**src/rtl/ahb_pipe_mux_slave.sv**
```systemverilog
// Slave-side AHB channel multiplexer: one-hot address-phase payload select,
// data-phase owner tracking for write-data steering, and select-fault counting.
module ahb_pipe_mux_slave #(
   parameter int CHANNEL_NUM = 4,
   parameter int PAYLOAD     = 78,
   parameter int DATA_W      = 32,
   parameter int REG_OUT     = 0,
   parameter int ERR_CNT_W   = 8
) (
   input  logic                                hclk,
   input  logic                                hreset,
   input  logic [CHANNEL_NUM-1:0][PAYLOAD-1:0] payload_in,
   input  logic [CHANNEL_NUM-1:0]              sel,
   input  logic                                hready,
   input  logic [CHANNEL_NUM-1:0][DATA_W-1:0]  wdata_in,
   output logic [PAYLOAD-1:0]                  payload_out,
   output logic [DATA_W-1:0]                   wdata_out,
   output logic [CHANNEL_NUM-1:0]              dsel,
   output logic                                data_active,
   output logic                                sel_err,
   output logic [ERR_CNT_W-1:0]                err_cnt
);

   logic [CHANNEL_NUM-1:0] sel_minus_one;
   logic                   sel_legal;
   logic [PAYLOAD-1:0]     mux_payload;

   // Clearing the lowest set bit leaves zero only for idle or one-hot values.
   assign sel_minus_one = sel - CHANNEL_NUM'(1);
   assign sel_legal     = ((sel & sel_minus_one) == '0);

   always_comb begin
      mux_payload = '0;
      for (int i = 0; i < CHANNEL_NUM; i++) begin
         if (sel_legal && sel[i]) begin
            mux_payload = payload_in[i];
         end
      end
   end

   generate
      if (REG_OUT != 0) begin : g_reg_out
         logic [PAYLOAD-1:0] payload_q;

         always_ff @(posedge hclk) begin
            if (hreset) begin
               payload_q <= '0;
            end else if (hready) begin
               payload_q <= mux_payload;
            end
         end

         assign payload_out = payload_q;
      end else begin : g_comb_out
         assign payload_out = mux_payload;
      end
   endgenerate

   // The data-phase owner only advances when the slave accepts the address phase.
   always_ff @(posedge hclk) begin
      if (hreset) begin
         dsel <= '0;
      end else if (hready) begin
         dsel <= sel_legal ? sel : '0;
      end
   end

   assign data_active = |dsel;

   always_comb begin
      wdata_out = '0;
      for (int i = 0; i < CHANNEL_NUM; i++) begin
         if (dsel[i]) begin
            wdata_out = wdata_in[i];
         end
      end
   end

   // Faults are only recognised on accepted address phases; the counter saturates.
   always_ff @(posedge hclk) begin
      if (hreset) begin
         sel_err <= 1'b0;
         err_cnt <= '0;
      end else if (hready && !sel_legal) begin
         sel_err <= 1'b1;
         if (err_cnt != {ERR_CNT_W{1'b1}}) begin
            err_cnt <= err_cnt + ERR_CNT_W'(1);
         end
      end else begin
         sel_err <= 1'b0;
      end
   end

endmodule

```
**config.mk**
```make
export PLATFORM = sky130hd
export DESIGN_NAME = ahb_pipe_mux_slave
export DESIGN_NICKNAME = d
export VERILOG_FILES = /design/src/rtl/ahb_pipe_mux_slave.sv
export SDC_FILE = /design/constraint.sdc
export NUM_CORES = 1
export LEC_CHECK = 0
export BUFFER_PORTS_ARGS = -buffer_cell sky130_fd_sc_hd__buf_2
export CAP_MARGIN = 40
export CORE_AREA = 2 2 223 225
export DETAILED_ROUTE_END_ITERATION = 8
export DIE_AREA = 0 0 225 227
export PLACE_DENSITY = 0.33
export SLEW_MARGIN = 40
export SYNTH_ARGS = -nofsm -noshare
export SYNTH_HDL_FRONTEND = slang
export SYNTH_SLANG_ARGS = --single-unit
```
**constraint.sdc**
```tcl
create_clock -name hclk -period 2.6 [get_ports hclk]
set_input_delay 0.52 -clock hclk [delete_from_list [all_inputs] [get_ports hclk]]
set_output_delay 0.52 -clock hclk [all_outputs]
set_load 0.01 [all_outputs]
```
# Word level (Yosys, flattened, before mapping)
# Cells that the tools add are included.
[word_totals]
register_bits = 13
input_bits = 447
[classes]
n_addsub = 2
n_eq_ne = 1
muxes = 10
bitwise_logic = 1
reduce_logical = 9
[ops]
columns = ["operator", "n"]
rows = [
  ["$mux W78", 4],
  ["$mux W32", 4],
  ["$add A8 B1 Y8 const B", 1],
  ["$ne A8 B8 Y1 const B", 1],
  ["$logic_and A1 B1 Y1", 5],
  ["$and A4 B4 Y4", 1],
  ["$logic_not A4 Y1", 1],
  ["$mux W4", 1],
  ["$reduce_or A4 Y1", 1],
  ["$sub A4 B1 Y4 const B", 1],
  ["$reduce_and A2 Y1", 1],
  ["$logic_not A1 Y1", 1],
  ["$mux W1", 1],
]

# Logic depth before layout (Yosys ltp)
[depth]
depth_word = 8
mapped_depth = 7
ltp_nobuf = 4

# Worst setup path before layout
# No wires, ideal clock.
[synth_path]
path_kind = "input to output"
startpoint = "input port sel[0]"
endpoint = "output port payload_out[70]"
arrival_ns = 1.844
required_time_ns = 2.080
slack_ns = 0.236
path_stages = 6
path_buffers = 3
path_cell_list = "clkbuf_2 > nor4b_2 > buf_2 > buf_4 > a222oi_1 > a21oi_1"
[synth_via]
elab_chain_cells = 8
elab_cells_between_ends = 11
[synth_rtl]
columns = ["element", "line", "source"]
rows = [
  ["start, declared", "13", "input logic [CHANNEL_NUM-1:0] sel,"],
  ["$sub A4 B1 Y4", "29", "assign sel_minus_one = sel - CHANNEL_NUM'(1);"],
  ["$and A4 B4 Y4", "30", "assign sel_legal = ((sel & sel_minus_one) == '0);"],
  ["$logic_not A4 Y1", "30", ""],
  ["$logic_and A1 B1 Y1", "35", "if (sel_legal && sel[i]) begin"],
  ["$mux W78 (3 in a row)", "35", ""],
  ["$mux W78 (*)", "35", ""],
  ["end, declared", "16", "output logic [PAYLOAD-1:0] payload_out,"],
]
# Every way passes the cells marked *; elsewhere a longest branch is shown, timed or not.

# Worst setup path after layout
[layout_path]
startpoint = "input port sel[1]"
endpoint = "output port payload_out[50]"
# Same word-level chain as after synthesis.

==> flow_metrics.tcl <==
set metrics [dict create \
    detail_route.wl_per_cell_um 21.14 \
    crit_fanout 23 \
    synth.largest_area_cell "a222oi_1" \
    cts_tree "built" \
    required_ns 2.08 \
    power_density_nw_per_um2 189.2 \
    layout.cells.non_filler 1687 \
    final_util 0.1536 \
    synth_common_cells "a21oi_1 (82), nor2_1 (82), a222oi_1 (78)" \
    async_reset_ff_frac 0 \
    fmax_mhz 386.8 \
    die_h_um 227 \
    io_pins 571 \
    cts_max_path_buffers 2 \
    route.detailed.drc 0 \
    startpoint_type "input pin" \
    worst_pin_slew_ns 0.7450 \
    track_usage 0.1169 \
    setup_viol_count_final 0 \
    grt_pass1_wl_um 43790 \
    layout.nets 1511 \
    synth_top_area_frac 0.2393 \
    antenna_left 0 \
    drt_iter0_markers 581 \
    power.total_w 0.001411 \
    firstDrtPassIters 8 \
    syn_nets 948 \
    grt_setup_unrepaired "yes" \
    drv_cap 0 \
    cts_max_level 1 \
    period_share 0.9944 \
    cts_made_buffers 3 \
    setup_slack_ns 0.01465 \
    slew_headroom 0.5033 \
    hp-class "reg -> reg" \
    area_delta_synth_final_pct 128.5 \
    fin_crit_ns 2.585 \
    core-area_um2 48550 \
    finalWeightedCongestion 0.7817 \
    peakVddDrop_mv 0.1710 \
    ctsHoldBuffers 0 \
    clkTransAtPathRegs_ns 0.05 \
    syn_inst 500 \
    syn_avg_cell_area_um2 6.526 \
    yosys_warnings 0 \
    synth_edf_count 0 \
    cp.arrival_ns 2.07 \
    vias 6877 \
    synthesis.area_um2 3263 \
    clk_latency_ns 0.24 \
    cts.sinks 13 \
    initial_core_util 0.06722 \
    synth_cell_types 33 \
    ys_ff_latch 13 \
    hpwl_um 28580 \
    fp.dieW_um 225 \
    design_area_um2 7457 \
    die_area_um2 51080 \
    dp_cells 1666 \
    gr-total-overflow 0 \
    p_leak_nw 3.707 \
    grt_pass1_vias 6543 \
    wirelength_um 35660 \
    via_per_inst 4.076 \
    status "finished, final reports clean" \
    grt_max_degree 51 \
    ys_seq_area_frac 0.07975 \
    antenna_found_initial 7 \
    crit_type "in -> out" \
    slew_violations 0 \
    placed_area_um2 7083 \
    port_buffers 570 \
    synth-main-ff-cell "dfxtp_1" \
    ys_top_cells_by_area "a222oi_1 (24%), a21oi_1 (13%), nor2_1 (9.4%)" \
    finalClockSkew_ns 0.002665 \
    preCtsSetupSlack_ns -0.1841 \
    rows 81 \
    drive_gt1_frac 0.6055 \
    worstSetupEndpointType "primary output" \
    hold_viol 0 \
    cts_root_buf "clkbuf_16" \
    fillers 5721 \
]
flip-flops by register name, indices dropped and copies added (netlist names):
| signal | count |
|---|---|
| err_cnt | 8 |
| dsel | 4 |
| sel_err | 1 |
per-layer routing:
| metal | vias to the layer above | wire length [µm] | track usage |
|---|---|---|---|
| li1 | 3176 | - | - |
| met5 | - | 21 | 0 |
| met3 | 32 | 2784 | 0.02065 |
| met2 | 456 | 18270 | 0.2225 |
| met4 | 4 | 847 | 0.02799 |
| met1 | 3209 | 13740 | 0.1343 |
metrics by stage:
step,setup TNS [ns],hold WS [ns]
floorplan,0,0.5118
global placement,-0.5975,0.5061
detailed placement,-0.2982,0.5058
CTS,0,0.5196
global route,-0.3578,0.5654
finish,0,0.5285
placed cells by master (no fill, tap or decap), types with 2 or more instances in the layout:
master,count
mux2i_1,4
diode_2,3
a222oi_1,78
buf_12,12
dfxtp_2,2
a21oi_1,78
dfxtp_1,11
a221oi_1,32
o31ai_1,36
nor2b_1,33
nand3_1,6
nand2_1,35
nand2b_1,3
buf_6,5
buf_4,40
nor3_1,2
inv_1,2
buf_2,562
clkbuf_4,2
and4_1,2
or4_1,5
nor2_1,82
clkbuf_16,6
a21oi_2,4
nor4b_4,3
path summary, 6_finish.rpt:
kind	slack (ns)	cells past startpoint	start	end
max	0.01	7	sel[1]	payload_out[50]
min	0.53	2	err_cnt[7]	err_cnt[7]
max reg2reg	0.88	4	err_cnt[0]	err_cnt[3]
min reg2reg	0.53	2	err_cnt[7]	err_cnt[7]
report_power, final:
group | switching, W | internal [W]
logic | 0.000451 | 0.000452
clock network | 0.0000878 | 0.000207
registers | 0.00000811 | 0.000204
final cells by class:
| class | instances | area (µm²) | area share |
|---|---|---|---|
| Multi-Input combinational cell | 416 | 2748 | 0.3685 |
| Tap cell | 622 | 778.2 | 0.1044 |
| Sequential cell | 13 | 262.8 | 0.03523 |
| Inverter | 2 | 7.507 | 0.001007 |
| Timing Repair Buffer | 627 | 3575 | 0.4794 |
| Clock buffer | 4 | 78.83 | 0.01057 |
| Antenna cell | 3 | 7.507 | 0.001007 |
kinds of logic after synthesis:
| family | share of synthesized area |
|---|---|
| flip-flops | 0.07975 |
| buffers and inverters | 0.09126 |
| AO/OA/AOI/OAI | 0.5456 |
| multiplexers | 0.01572 |
| AND/OR/NAND/NOR | 0.2607 |
| adder cells (fa/ha/maj) | 0.006901 |
timing repair:
item	in CTS	in global routing
hold endpoints to repair	0	0
endpoints found under the setup margin	5	23
cloned	2	5
setup buffers	4	5
gates resized for setup	9	18
pin swaps	5	6
worst max-delay path, cell delays in order:
cell      delay [ns]
clkbuf_4        0.16
nor4b_4         0.39
buf_4           0.23
buf_12          0.19
a222oi_1        0.12
a21oi_1         0.24
buf_2           0.20
(Power assumes the default switching activity.)
